`src/rtl/data_buffer.sv`:
```
// Synchronous FIFO staging words between the copier's source-read and destination-write sides.
// First-word fall-through read port, occupancy count, flush and sticky error flags.
module data_buffer #(
    parameter int WIDTH = 8,
    parameter int DEPTH = 4
) (
    input  logic                       CLK,
    input  logic                       RST,
    input  logic                       CLR,
    input  logic                       WEN,
    input  logic [WIDTH-1:0]           wdata,
    input  logic                       REN,
    output logic [WIDTH-1:0]           rdata,
    output logic                       full,
    output logic                       empty,
    output logic [$clog2(DEPTH):0]     count,
    output logic                       overflow,
    output logic                       underflow
);
    localparam int AW = $clog2(DEPTH);
    localparam int CW = AW + 1;

    logic [DEPTH-1:0][WIDTH-1:0] mem;
    logic [AW-1:0]               wp, rp;
    logic [CW-1:0]               cnt;
    logic                        rd_ok, wr_ok;

    assign full  = (cnt == CW'(DEPTH));
    assign empty = (cnt == '0);
    assign count = cnt;

    // A full buffer still accepts a write when the same cycle pops a word.
    assign rd_ok = REN && !empty;
    assign wr_ok = WEN && (!full || rd_ok);

    // Head is driven purely from registered state, so no input-to-rdata path exists.
    assign rdata = empty ? '0 : mem[rp];

    always_ff @(posedge CLK) begin
        if (RST || CLR) begin
            wp        <= '0;
            rp        <= '0;
            cnt       <= '0;
            overflow  <= 1'b0;
            underflow <= 1'b0;
        end else begin
            if (wr_ok) wp <= wp + AW'(1);
            if (rd_ok) rp <= rp + AW'(1);
            case ({wr_ok, rd_ok})
                2'b10:   cnt <= cnt + CW'(1);
                2'b01:   cnt <= cnt - CW'(1);
                default: cnt <= cnt;
            endcase
            if (WEN && !wr_ok) overflow  <= 1'b1;
            if (REN && !rd_ok) underflow <= 1'b1;
        end
    end

    // Storage is left unreset; the pointers alone define which entries are valid.
    always_ff @(posedge CLK) begin
        if (!RST && !CLR && wr_ok) mem[wp] <= wdata;
    end
endmodule

```
`config.mk`:
```
export PLATFORM = sky130hd
export DESIGN_NAME = data_buffer
export DESIGN_NICKNAME = d
export VERILOG_FILES = /design/src/rtl/data_buffer.sv
export SDC_FILE = /design/constraint.sdc
export NUM_CORES = 1
export LEC_CHECK = 0
export BUFFER_PORTS_ARGS = -buffer_cell sky130_fd_sc_hd__buf_2
export CAP_MARGIN = 25
export CORE_MARGIN = 4
export CORE_UTILIZATION = 45
export CTS_BUF_LIST = sky130_fd_sc_hd__clkbuf_8
export DETAILED_ROUTE_END_ITERATION = 8
export PLACE_DENSITY = 0.72
export SETUP_SLACK_MARGIN = 0.3
export SYNTH_ARGS = -nofsm -noshare
export SYNTH_HDL_FRONTEND = slang
export SYNTH_SLANG_ARGS = --single-unit
export TNS_END_PERCENT = 30
```
`constraint.sdc`:
```
create_clock -name CLK -period 3.5 [get_ports CLK]
set_input_delay 0.35 -clock CLK [delete_from_list [all_inputs] [get_ports CLK]]
set_output_delay 0.35 -clock CLK [all_outputs]
set_load 0.02 [all_outputs]
```
==> run_results.csv, run 1 <==
group,metric,value,unit
status,outcome,"completed",
floorplanning,core_area,4000,um^2
synth,synthArstFlopShare,0,
placed_design,gp_congestion,0.700,
placed_design,dp.cells,191,
timing,fin_crit_sh,0.645,
timing,finalSetupViolations,0,
detailed_routing,drt_iter0_drc,66,
layout,fin_cells,199,
timing,rsz0062_at_grt,"no",
synth,synth_top_cell_by_area,"edfxtp_1",
clock_tree,path_clk_slew,0.08,ns
synth,yosysWarningCount,0,
synth,ys_seq_area_frac,0.613,
synth,synth_area_leaders,"edfxtp_1, dfxtp_1, mux4_2, nor2b_1, ha_1",
power_and_ir_drop,intPower,768,uW
synth,yosysUniqueCellTypes,34,
synth,synth_ff_type,"edfxtp_1",
clock_tree,cts_tree,"yes",
power_and_ir_drop,p_seq_frac,0.556,
worst_setup_path,worstPathRequired,3.15,ns
clock_tree,cts-htree-levels,2,
synth,yosysMostFrequentCell,"edfxtp_1",
detailed_routing,vias_per_cell,5.27,
power_and_ir_drop,total_leakage_power,0.762,nW
synth,yosysTopAreaCellShare,0.516,
clock_tree,cts_buffers,5,
clock_tree,post_cts_buffers,0,
worst_setup_path,slowest_delay,0.73,ns
timing,fin_crit,2.26,ns
worst_hold_path,hold_start,"wdata[2]",
synth,synth_cells,122,
layout,nNetsFinal,166,
power_and_ir_drop,powerDensity,459,nW/um^2
detailed_routing,vias,1049,
worst_setup_path,critPathLaunchType,"flop",
synth,synth_seq_cells,41,
detailed_routing,remaining_drc_errors,0,
layout,fin_util,0.527,
timing,fmax,443,MHz
placed_design,portBuffers,27,
layout,drive_above_1_share,0.309,
detailed_routing,postRouteAntennaNets,0,
global_routing,grt-ovfl-total,0,
clock_tree,cts_hold_buf,0,
floorplanning,die_width,72.3,um
worst_setup_path,cp-end-kind,"primary output",
layout,antenna_cells,0,
global_routing,grt_max_degree,14,
floorplanning,ioPinCount,28,
worst_setup_path,critPathBufInv,1,
timing,hold_viol_final,0,
timing,slew_headroom,0.583,
worst_hold_path,min_path_type,"input port to flop",
global_routing,grtUsageTotal,0.137,
placed_design,place_hpwl,2230,um
power_and_ir_drop,power_frac_comb,0.074,
clock_tree,post_cts_resized,0,
worst_setup_path,worstPathArrival,1.91,ns
power_and_ir_drop,p_clk_frac,0.370,
worst_setup_path,path_class,"flop to primary output",
power_and_ir_drop,netSwitchingPower,199,uW
clock_tree,cts_root_buf,"clkbuf_8",
worst_setup_path,cp_max_fo,10,
timing,tns,0,ns
synth,synth_edf_count,32,
worst_setup_path,crit_path_start,"rp[0]$_SDFFE_PP0P_",
detailed_routing,wirelength,3140,um
synth,synth_fp_nets,140,
detailed_routing,routedWlPerCell,15.8,um
floorplanning,start_util,0.465,
timing,skew,0.00883,ns
global_routing,grt_pass1_wl,5320,um
synth,synth_area_per_cell,15.3,um^2
synth,synth_area,1860,um^2
timing,finalMaxSlewViolations,0,
floorplanning,dieArea,5230,um^2
flow_run,maxCapViolations,0,
clock_tree,clkLatencyLatePin,0.29,ns
floorplanning,dieHeight,72.3,um
worst_setup_path,slowest_stage,"dfxtp_1",
clock_tree,cts_sinks,41,
detailed_routing,first_pass_iters,4,
worst_setup_path,critPathTopFamily,"flip-flops",
layout,n_fill_cell,345,
global_routing,first_global_vias,1118,
synth,synthTopCellsByCount,"edfxtp_1, dfxtp_1, nor2b_1",
power_and_ir_drop,ir_worst_vdd,221,uV
floorplanning,std_cell_rows,23,
worst_setup_path,r2r_start,"count[0]$_SDFFE_PP0P_",
clock_tree,cts_buffer_depth,2,
timing,tightest_slew,0.624,ns
layout,syn2layout_area_growth,13.3,%
worst_setup_path,crit_chain,"mux4_2, nor2b_1, buf_2",
global_routing,antenna_found_initial,0,
power_and_ir_drop,swShare,0.206,
path summary, 6_finish.rpt:
check	endpoint	slack (ns)	cells after the start
hold / removal	mem[2]$_DFFE_PP_	0.27	1
hold reg to reg	underflow$_SDFFE_PP0P_	0.47	2
setup reg to reg	count[2]$_SDFFE_PP0P_	1.47	6
setup / recovery	rdata[7]	1.24	3
cell families after synthesis:
group / synth area share
buffers and inverters: 0.0410
AND/OR/NAND/NOR: 0.128
multiplexers: 0.113
flip-flops: 0.613
adder cells (fa/ha/maj): 0.0376
XOR/XNOR: 0.0141
AO/OA/AOI/OAI: 0.0538
cell type report:
type | count | area [um^2] | share of cell area
clock buffers | 5 | 68.8 | 0.0326
clock inverters | 3 | 38.8 | 0.0184
inverters | 5 | 18.8 | 0.00890
multi-input cells | 68 | 644 | 0.305
flip-flops and latches | 41 | 1140 | 0.541
well taps | 50 | 62.6 | 0.0297
repair buffers | 27 | 135 | 0.0641
metal layers:
layer	up-vias	share of wire	global-route usage
met4	0	0.015	0.0438
met5	-	0	0
li1	504	-	-
met3	5	0.047	0.0374
met2	22	0.56	0.253
met1	518	0.38	0.152
flip-flops by register name, summed over array words and instances, names as in the netlist:
register / cells
count: 3
mem: 32
overflow: 1
rp: 2
underflow: 1
wp: 2
layout by cell type (no fill, tap or decap), types with 2 or more instances in the layout:
| cell type | instances |
|---|---|
| edfxtp_1 | 32 |
| buf_2 | 27 |
| nor2b_1 | 9 |
| dfxtp_1 | 9 |
| nor2_1 | 8 |
| mux4_2 | 8 |
| inv_1 | 6 |
| clkbuf_8 | 5 |
| and3_1 | 4 |
| a21oi_1 | 4 |
| ha_1 | 4 |
| nand2b_1 | 3 |
| nand2_1 | 3 |
| mux2i_1 | 3 |
| o21ai_1 | 2 |
| nand3_1 | 2 |
| xor2_1 | 2 |
| a31oi_1 | 2 |
power by group through the flow:
| stage | Sequential [mW] | Combinational, mW | Clock (mW) |
|---|---|---|---|
| 2_1_floorplan | 0.546 | 0.0531 | 0 |
| 3_3_place_gp | 0.549 | 0.0695 | 0 |
| 3_5_place_dp | 0.549 | 0.0726 | 0 |
| 4_1_cts | 0.538 | 0.0727 | 0.363 |
| 5_1_grt | 0.539 | 0.0792 | 0.390 |
| 6_report | 0.538 | 0.0712 | 0.358 |
metrics by stage:
stage / total power, mW / area, um^2 / hold slack, ns / setup slack (ns)
2_1_floorplan: 0.599 / 1860 / 0.449 / 1.62
4_1_cts: 0.974 / 2110 / 0.268 / 1.16
3_5_place_dp: 0.622 / 2000 / 0.456 / 1.50
5_1_grt: 1.01 / 2110 / 0.268 / 1.04
6_report: 0.967 / 2110 / 0.269 / 1.24
3_3_place_gp: 0.619 / 2000 / 0.449 / 1.52
Power figures use the tool's default switching activity.
==> run 2: changes to the inputs <==
- ABC_AREA: default -> 1
- PLACE_DENSITY: 0.72 -> 0.73
- clock period: 3.5 -> 2.3 ns (I/O delays scaled with it)
==> run 2 against run 1 <==
- non-clock buffer count grew 4
- sequential power grew 52%
- worst setup slack lost 0.78 ns
- count of clock-buffer cells in the layout is the same
- synthesized cell count grew 34%
- power grew 54%
- cell area shrank 1.2%
- hold slack lost 0.11 ns
- global-route usage is essentially flat
- clock skew shrank 0.0026 ns
- highest routed layer unchanged
==> run_results.csv, run 2 <==
group,metric,value,unit
detailed_routing,first_pass_iters,4,
layout,fin_util,0.556,
worst_setup_path,critPathLaunchType,"flop",
synth,synth_cells,164,
worst_setup_path,crit_chain,"inv_1, nand2_4, clkinv_1, a21oi_1, buf_2",
layout,largest_register_ffs,32,
detailed_routing,remaining_drc_errors,0,
clock_tree,cts-htree-levels,2,
layout,antenna_cells,0,
clock_tree,cts_buffer_depth,2,
worst_setup_path,slowest_stage,"dfxtp_1",
layout,syn2layout_area_growth,17.5,%
timing,finalSetupViolations,0,
worst_hold_path,min_path_type,"input port to flop",
power_and_ir_drop,intPower,1.17,mW
timing,fmax,546,MHz
worst_setup_path,cp_max_fo,9,
worst_setup_path,slowest_delay,0.40,ns
power_and_ir_drop,netSwitchingPower,325,uW
timing,fin_crit_sh,0.797,
timing,fin_crit,1.83,ns
timing,tightest_slew,0.711,ns
layout,nNetsFinal,216,
power_and_ir_drop,power_frac_comb,0.086,
power_and_ir_drop,total_leakage_power,0.827,nW
detailed_routing,wirelength,3220,um
clock_tree,path_clk_slew,0.08,ns
layout,n_fill_cell,344,
floorplanning,die_width,70.8,um
worst_setup_path,worstPathArrival,1.60,ns
synth,synth_area_leaders,"edfxtp_1, dfxtp_1, nor2_1, a21oi_1, o21ai_0",
global_routing,first_global_vias,1090,
layout,seq_area,1140,um^2
clock_tree,clkLatencyLatePin,0.29,ns
synth,synth_area_per_cell,10.8,um^2
worst_setup_path,critPathBufInv,3,
synth,synth_fp_nets,182,
floorplanning,dieHeight,70.8,um
timing,skew,0.00626,ns
synth,synth_edf_count,32,
clock_tree,cts_sinks,41,
synth,synthTopCellsByCount,"nor2_1, edfxtp_1, a21oi_1, o21ai_0, inv_1",
clock_tree,cts_buffers,5,
global_routing,grt_max_degree,19,
clock_tree,post_cts_resized,0,
timing,hold_viol_final,0,
floorplanning,dieArea,5010,um^2
synth,synth_ff_type,"edfxtp_1",
layout,layout_common_cells,"nor2_1, edfxtp_1, buf_2",
synth,yosysMostFrequentCell,"nor2_1",
placed_design,placed_cell_area,1980,um^2
layout,final_common_cell,"nor2_1",
floorplanning,start_util,0.474,
synth,yosysUniqueCellTypes,24,
layout,top_register,"mem",
clock_tree,cts_hold_buf,0,
placed_design,dp.cells,239,
layout,drive_above_1_share,0.261,
placed_design,gp_congestion,0.826,
clock_tree,cts_tree,"yes",
worst_setup_path,worstPathRequired,2.07,ns
timing,finalMaxSlewViolations,0,
flow_run,maxCapViolations,0,
global_routing,grtUsageTotal,0.137,
synth,synth_top_cell_by_area,"edfxtp_1",
global_routing,grt-ovfl-total,0,
timing,tns,0,ns
worst_setup_path,critPathTopFamily,"buffers and inverters",
placed_design,place_hpwl,2290,um
timing,slew_headroom,0.524,
synth,yosysTopAreaCellShare,0.542,
detailed_routing,postRouteAntennaNets,0,
global_routing,grt_pass1_wl,5180,um
power_and_ir_drop,swShare,0.218,
timing,rsz0062_at_grt,"no",
global_routing,antenna_found_initial,0,
layout,design_area,2080,um^2
detailed_routing,routedWlPerCell,13.0,um
power_and_ir_drop,p_clk_frac,0.365,
placed_design,portBuffers,27,
status,outcome,"completed",
synth,ys_seq_area_frac,0.644,
detailed_routing,vias_per_cell,4.91,
synth,synth_seq_cells,41,
detailed_routing,vias,1213,
worst_setup_path,path_class,"flop to primary output",
clock_tree,cts_root_buf,"clkbuf_8",
power_and_ir_drop,ir_worst_vdd,339,uV
floorplanning,std_cell_rows,22,
floorplanning,ioPinCount,28,
worst_setup_path,cp-end-kind,"primary output",
layout,fin_cells,247,
detailed_routing,drt_iter0_drc,71,
power_and_ir_drop,p_seq_frac,0.549,
clock_tree,post_cts_buffers,0,
synth,synth_area,1770,um^2
power_and_ir_drop,powerDensity,716,nW/um^2
floorplanning,core_area,3740,um^2
synth,yosysWarningCount,0,
layout,multi_input_area,546,um^2
synth,synthArstFlopShare,0,
## run 2: cell count changes after synthesis, moves of 4 or more
cell,previous run,this run
nor2_1,8,43
o21ai_0,0,13
a21oi_1,4,13
nor2b_1,9,0
mux4_2,8,0
inv_1,5,12
o21ai_1,2,8
and3_1,4,0
inv_2,0,4
nand2_2,0,4
## run 2: layout make-up
class / count / area share
inverters: 17 / 0.0306
well taps: 48 / 0.0288
flip-flops and latches: 41 / 0.548
clock inverters: 3 / 0.0180
clock buffers: 5 / 0.0330
repair buffers: 31 / 0.0793
multi-input cells: 102 / 0.262
## run 2: path summary, 6_finish.rpt
path / start / endpoint / slack, ns / cells past startpoint
hold reg to reg: underflow$_SDFFE_PP0P_ / underflow$_SDFFE_PP0P_ / 0.46 / 1
setup reg to reg: count[1]$_SDFFE_PP0P_ / mem[6]$_DFFE_PP_ / 0.61 / 4
hold / removal: wdata[5] / mem[29]$_DFFE_PP_ / 0.16 / 1
setup / recovery: count[2]$_SDFFE_PP0P_ / rdata[2] / 0.47 / 5
## run 2: per-stage QoR
step           power, mW  hold slack (ns)  setup WS (ns)
6_report            1.49            0.157          0.467
5_1_grt             1.55            0.147          0.310
4_1_cts             1.50            0.150          0.366
3_5_place_dp       0.964            0.452          0.598
3_3_place_gp       0.961            0.448          0.623
2_1_floorplan      0.915            0.329          0.623
## run 2: cell families after synthesis
group	Yosys count	synth area share
compound gates	36	0.104
fa+ha+maj	5	0.0395
flops	41	0.644
simple gates	61	0.164
buf+inv	21	0.0487
## run 2: per-layer routing
layer	GRT usage	vias to the layer above	share of wire	routed length, um
met5	0	-	0	0
met3	0.0384	5	0.053	170
met2	0.220	25	0.50	1610
met4	0.0626	0	0.015	47
met1	0.170	561	0.43	1380
li1	-	622	-	-
## run 2: power by group through the flow
stage                     registers [mW]  logic (mW)  clock network (mW)
final                              0.819       0.128               0.545
after global routing               0.820       0.142               0.589
after CTS                          0.819       0.129               0.551
after detailed placement           0.835       0.128                   0
after global placement             0.835       0.126                   0
after floorplan                    0.836      0.0791                   0
==> run 3: changes to the inputs <==
- ABC_AREA: 1 -> 0
- PLACE_DENSITY: 0.73 -> 0.75
- clock period: 2.3 -> 1.6 ns (I/O delays scaled with it)
==> run 3 against run 2 <==
- the flow now finishes with violations (negative setup slack)
- global-route usage is 2.9 points higher
- first-iteration DRC count grew 17%
- largest power group unchanged
- final cell count shrank 8.9%
- power up 63%
- worst setup slack lost 0.67 ns
- utilization grew 8.3 points
==> run_results.csv, run 3 (synthesis results as in run 1) <==
group,metric,value,unit
global_routing,grt-ovfl-total,0,
clock_tree,cts-htree-levels,2,
global_routing,grtUsageTotal,0.165,
layout,syn2layout_area_growth,37.4,%
flow_run,maxCapViolations,0,
timing,rsz0062_at_grt,"yes",
layout,top_register,"mem",
placed_design,post-place-ws,-0.0901,ns
worst_setup_path,cp_max_fo,2,
clock_tree,cts_buffers,5,
clock_tree,cts_hold_buf,0,
global_routing,antenna_found_initial,0,
floorplanning,dieHeight,72.3,um
worst_setup_path,reg2reg_slack,-0.20,ns
detailed_routing,postRouteAntennaNets,0,
detailed_routing,first_pass_iters,4,
clock_tree,cts_sinks,41,
power_and_ir_drop,total_leakage_power,0.967,nW
worst_hold_path,min_path_type,"input port to flop",
layout,final_common_cell,"edfxtp_1",
clock_tree,cts_tree,"yes",
floorplanning,std_cell_rows,23,
timing,fin_crit_sh,1.13,
floorplanning,ioPinCount,28,
status,outcome,"finished with violations",
status,failed_checks,"negative setup slack",
placed_design,placed_cell_area,2150,um^2
floorplanning,start_util,0.465,
detailed_routing,vias,1222,
detailed_routing,routedWlPerCell,17.7,um
timing,finalSetupViolations,10,
worst_setup_path,path_class,"flop to flop",
timing,tightest_slew,0.456,ns
placed_design,gp_congestion,0.813,
clock_tree,cts_root_buf,"clkbuf_8",
layout,nNetsFinal,192,
floorplanning,dieArea,5230,um^2
timing,fin_crit,1.80,ns
detailed_routing,vias_per_cell,5.43,
power_and_ir_drop,powerDensity,951,nW/um^2
power_and_ir_drop,power.total,2.43,mW
timing,finalMaxSlewViolations,0,
layout,largest_register_ffs,32,
power_and_ir_drop,ir_worst_vdd,1050,uV
worst_hold_path,hold_depth,1,
clock_tree,clkLatencyLatePin,0.29,ns
layout,design_area,2560,um^2
timing,hold_viol_final,0,
layout,layout_common_cells,"edfxtp_1, buf_2, buf_4, buf_6, mux4_2",
global_routing,grt_max_degree,15,
timing,fmax,554,MHz
worst_setup_path,cp-end-kind,"flop",
worst_setup_path,critPathLaunchType,"flop",
worst_hold_path,holdPathEnd,"mem[25]$_DFFE_PP_",
placed_design,place_hpwl,2540,um
timing,skew,0.00939,ns
detailed_routing,drt_iter0_drc,83,
worst_setup_path,rr_endpoint,"count[1]$_SDFFE_PP0P_",
floorplanning,core_area,4000,um^2
global_routing,grt_pass1_wl,6190,um
clock_tree,cts_buffer_depth,2,
detailed_routing,remaining_drc_errors,0,
worst_setup_path,reg2regPathDepth,5,
worst_setup_path,r2r_start,"count[2]$_SDFFE_PP0P_",
global_routing,first_global_vias,1287,
worst_setup_path,worstPathArrival,2.02,ns
floorplanning,die_width,72.3,um
placed_design,portBuffers,27,
timing,slew_headroom,0.696,
worst_hold_path,hold_start,"wdata[1]",
layout,drive_above_1_share,0.531,
detailed_routing,wirelength,3980,um
timing,tns,-1.25,ns
clock_tree,path_clk_slew,0.08,ns
layout,antenna_cells,0,
timing,setup_slack,-0.205,ns
worst_setup_path,worstPathRequired,1.82,ns
==> run 3: metal layers <==
layer / GRT usage / vias to the layer above / share of wire
met4: 0.0919 / 0 / 0.045
met5: 0 / - / 0
met2: 0.311 / 32 / 0.56
li1: - / 558 / -
met3: 0.0568 / 14 / 0.045
met1: 0.152 / 618 / 0.34
==> run 3: critical path, stage by stage, from the launching register on <==
cell and delay [ns]:
dfxtp_2 0.35, o31ai_4 0.32, nand2b_4 0.20, fa_2 0.44, or3_1 0.31, mux2i_1 0.12
==> run 3: through the flow <==
step                      std cells  hold slack, ns  utilization
final                           225          0.0766        0.639
after global routing            225          0.0698        0.639
after detailed placement        205           0.377        0.538
after CTS                       223          0.0701        0.626
after floorplan                 122           0.259            -
after global placement          205           0.369        0.538
==> run 3: cell type report <==
cell class,instances,area [um^2]
Inverter,5,18.8
Tap cell,50,62.6
Timing Repair Buffer,53,447
Fill cell,253,1440
Multi-Input combinational cell,68,741
Clock buffer,5,68.8
Clock inverter,3,68.8
Sequential cell,41,1150
==> run 3: where the power goes <==
group          leakage [nW]  switching (mW)  internal (mW)
combinational         0.534           0.137          0.143
clock                0.0687           0.358          0.628
sequential            0.365         0.00910           1.16
total                 0.967           0.504           1.93
==> run 3: worst max path at each step <==
stage	from	to	depth (start not counted)
global route	count[2]$_SDFFE_PP0P_	count[1]$_SDFFE_PP0P_	5
detailed placement	count[2]$_SDFFE_PP0P_	count[1]$_SDFFE_PP0P_	5
global placement	count[2]$_SDFFE_PP0P_	count[1]$_SDFFE_PP0P_	5
CTS	rp[0]$_SDFFE_PP0P_	rdata[3]	4
finish	count[2]$_SDFFE_PP0P_	count[1]$_SDFFE_PP0P_	5
floorplan	count[2]$_SDFFE_PP0P_	count[1]$_SDFFE_PP0P_	6
==> run 3: what timing repair did <==
action	CTS	global route
gates cloned	1	0
buffers inserted	9	2
endpoints found under the setup margin	47	50
pin swaps	15	7
gates resized for setup	31	11
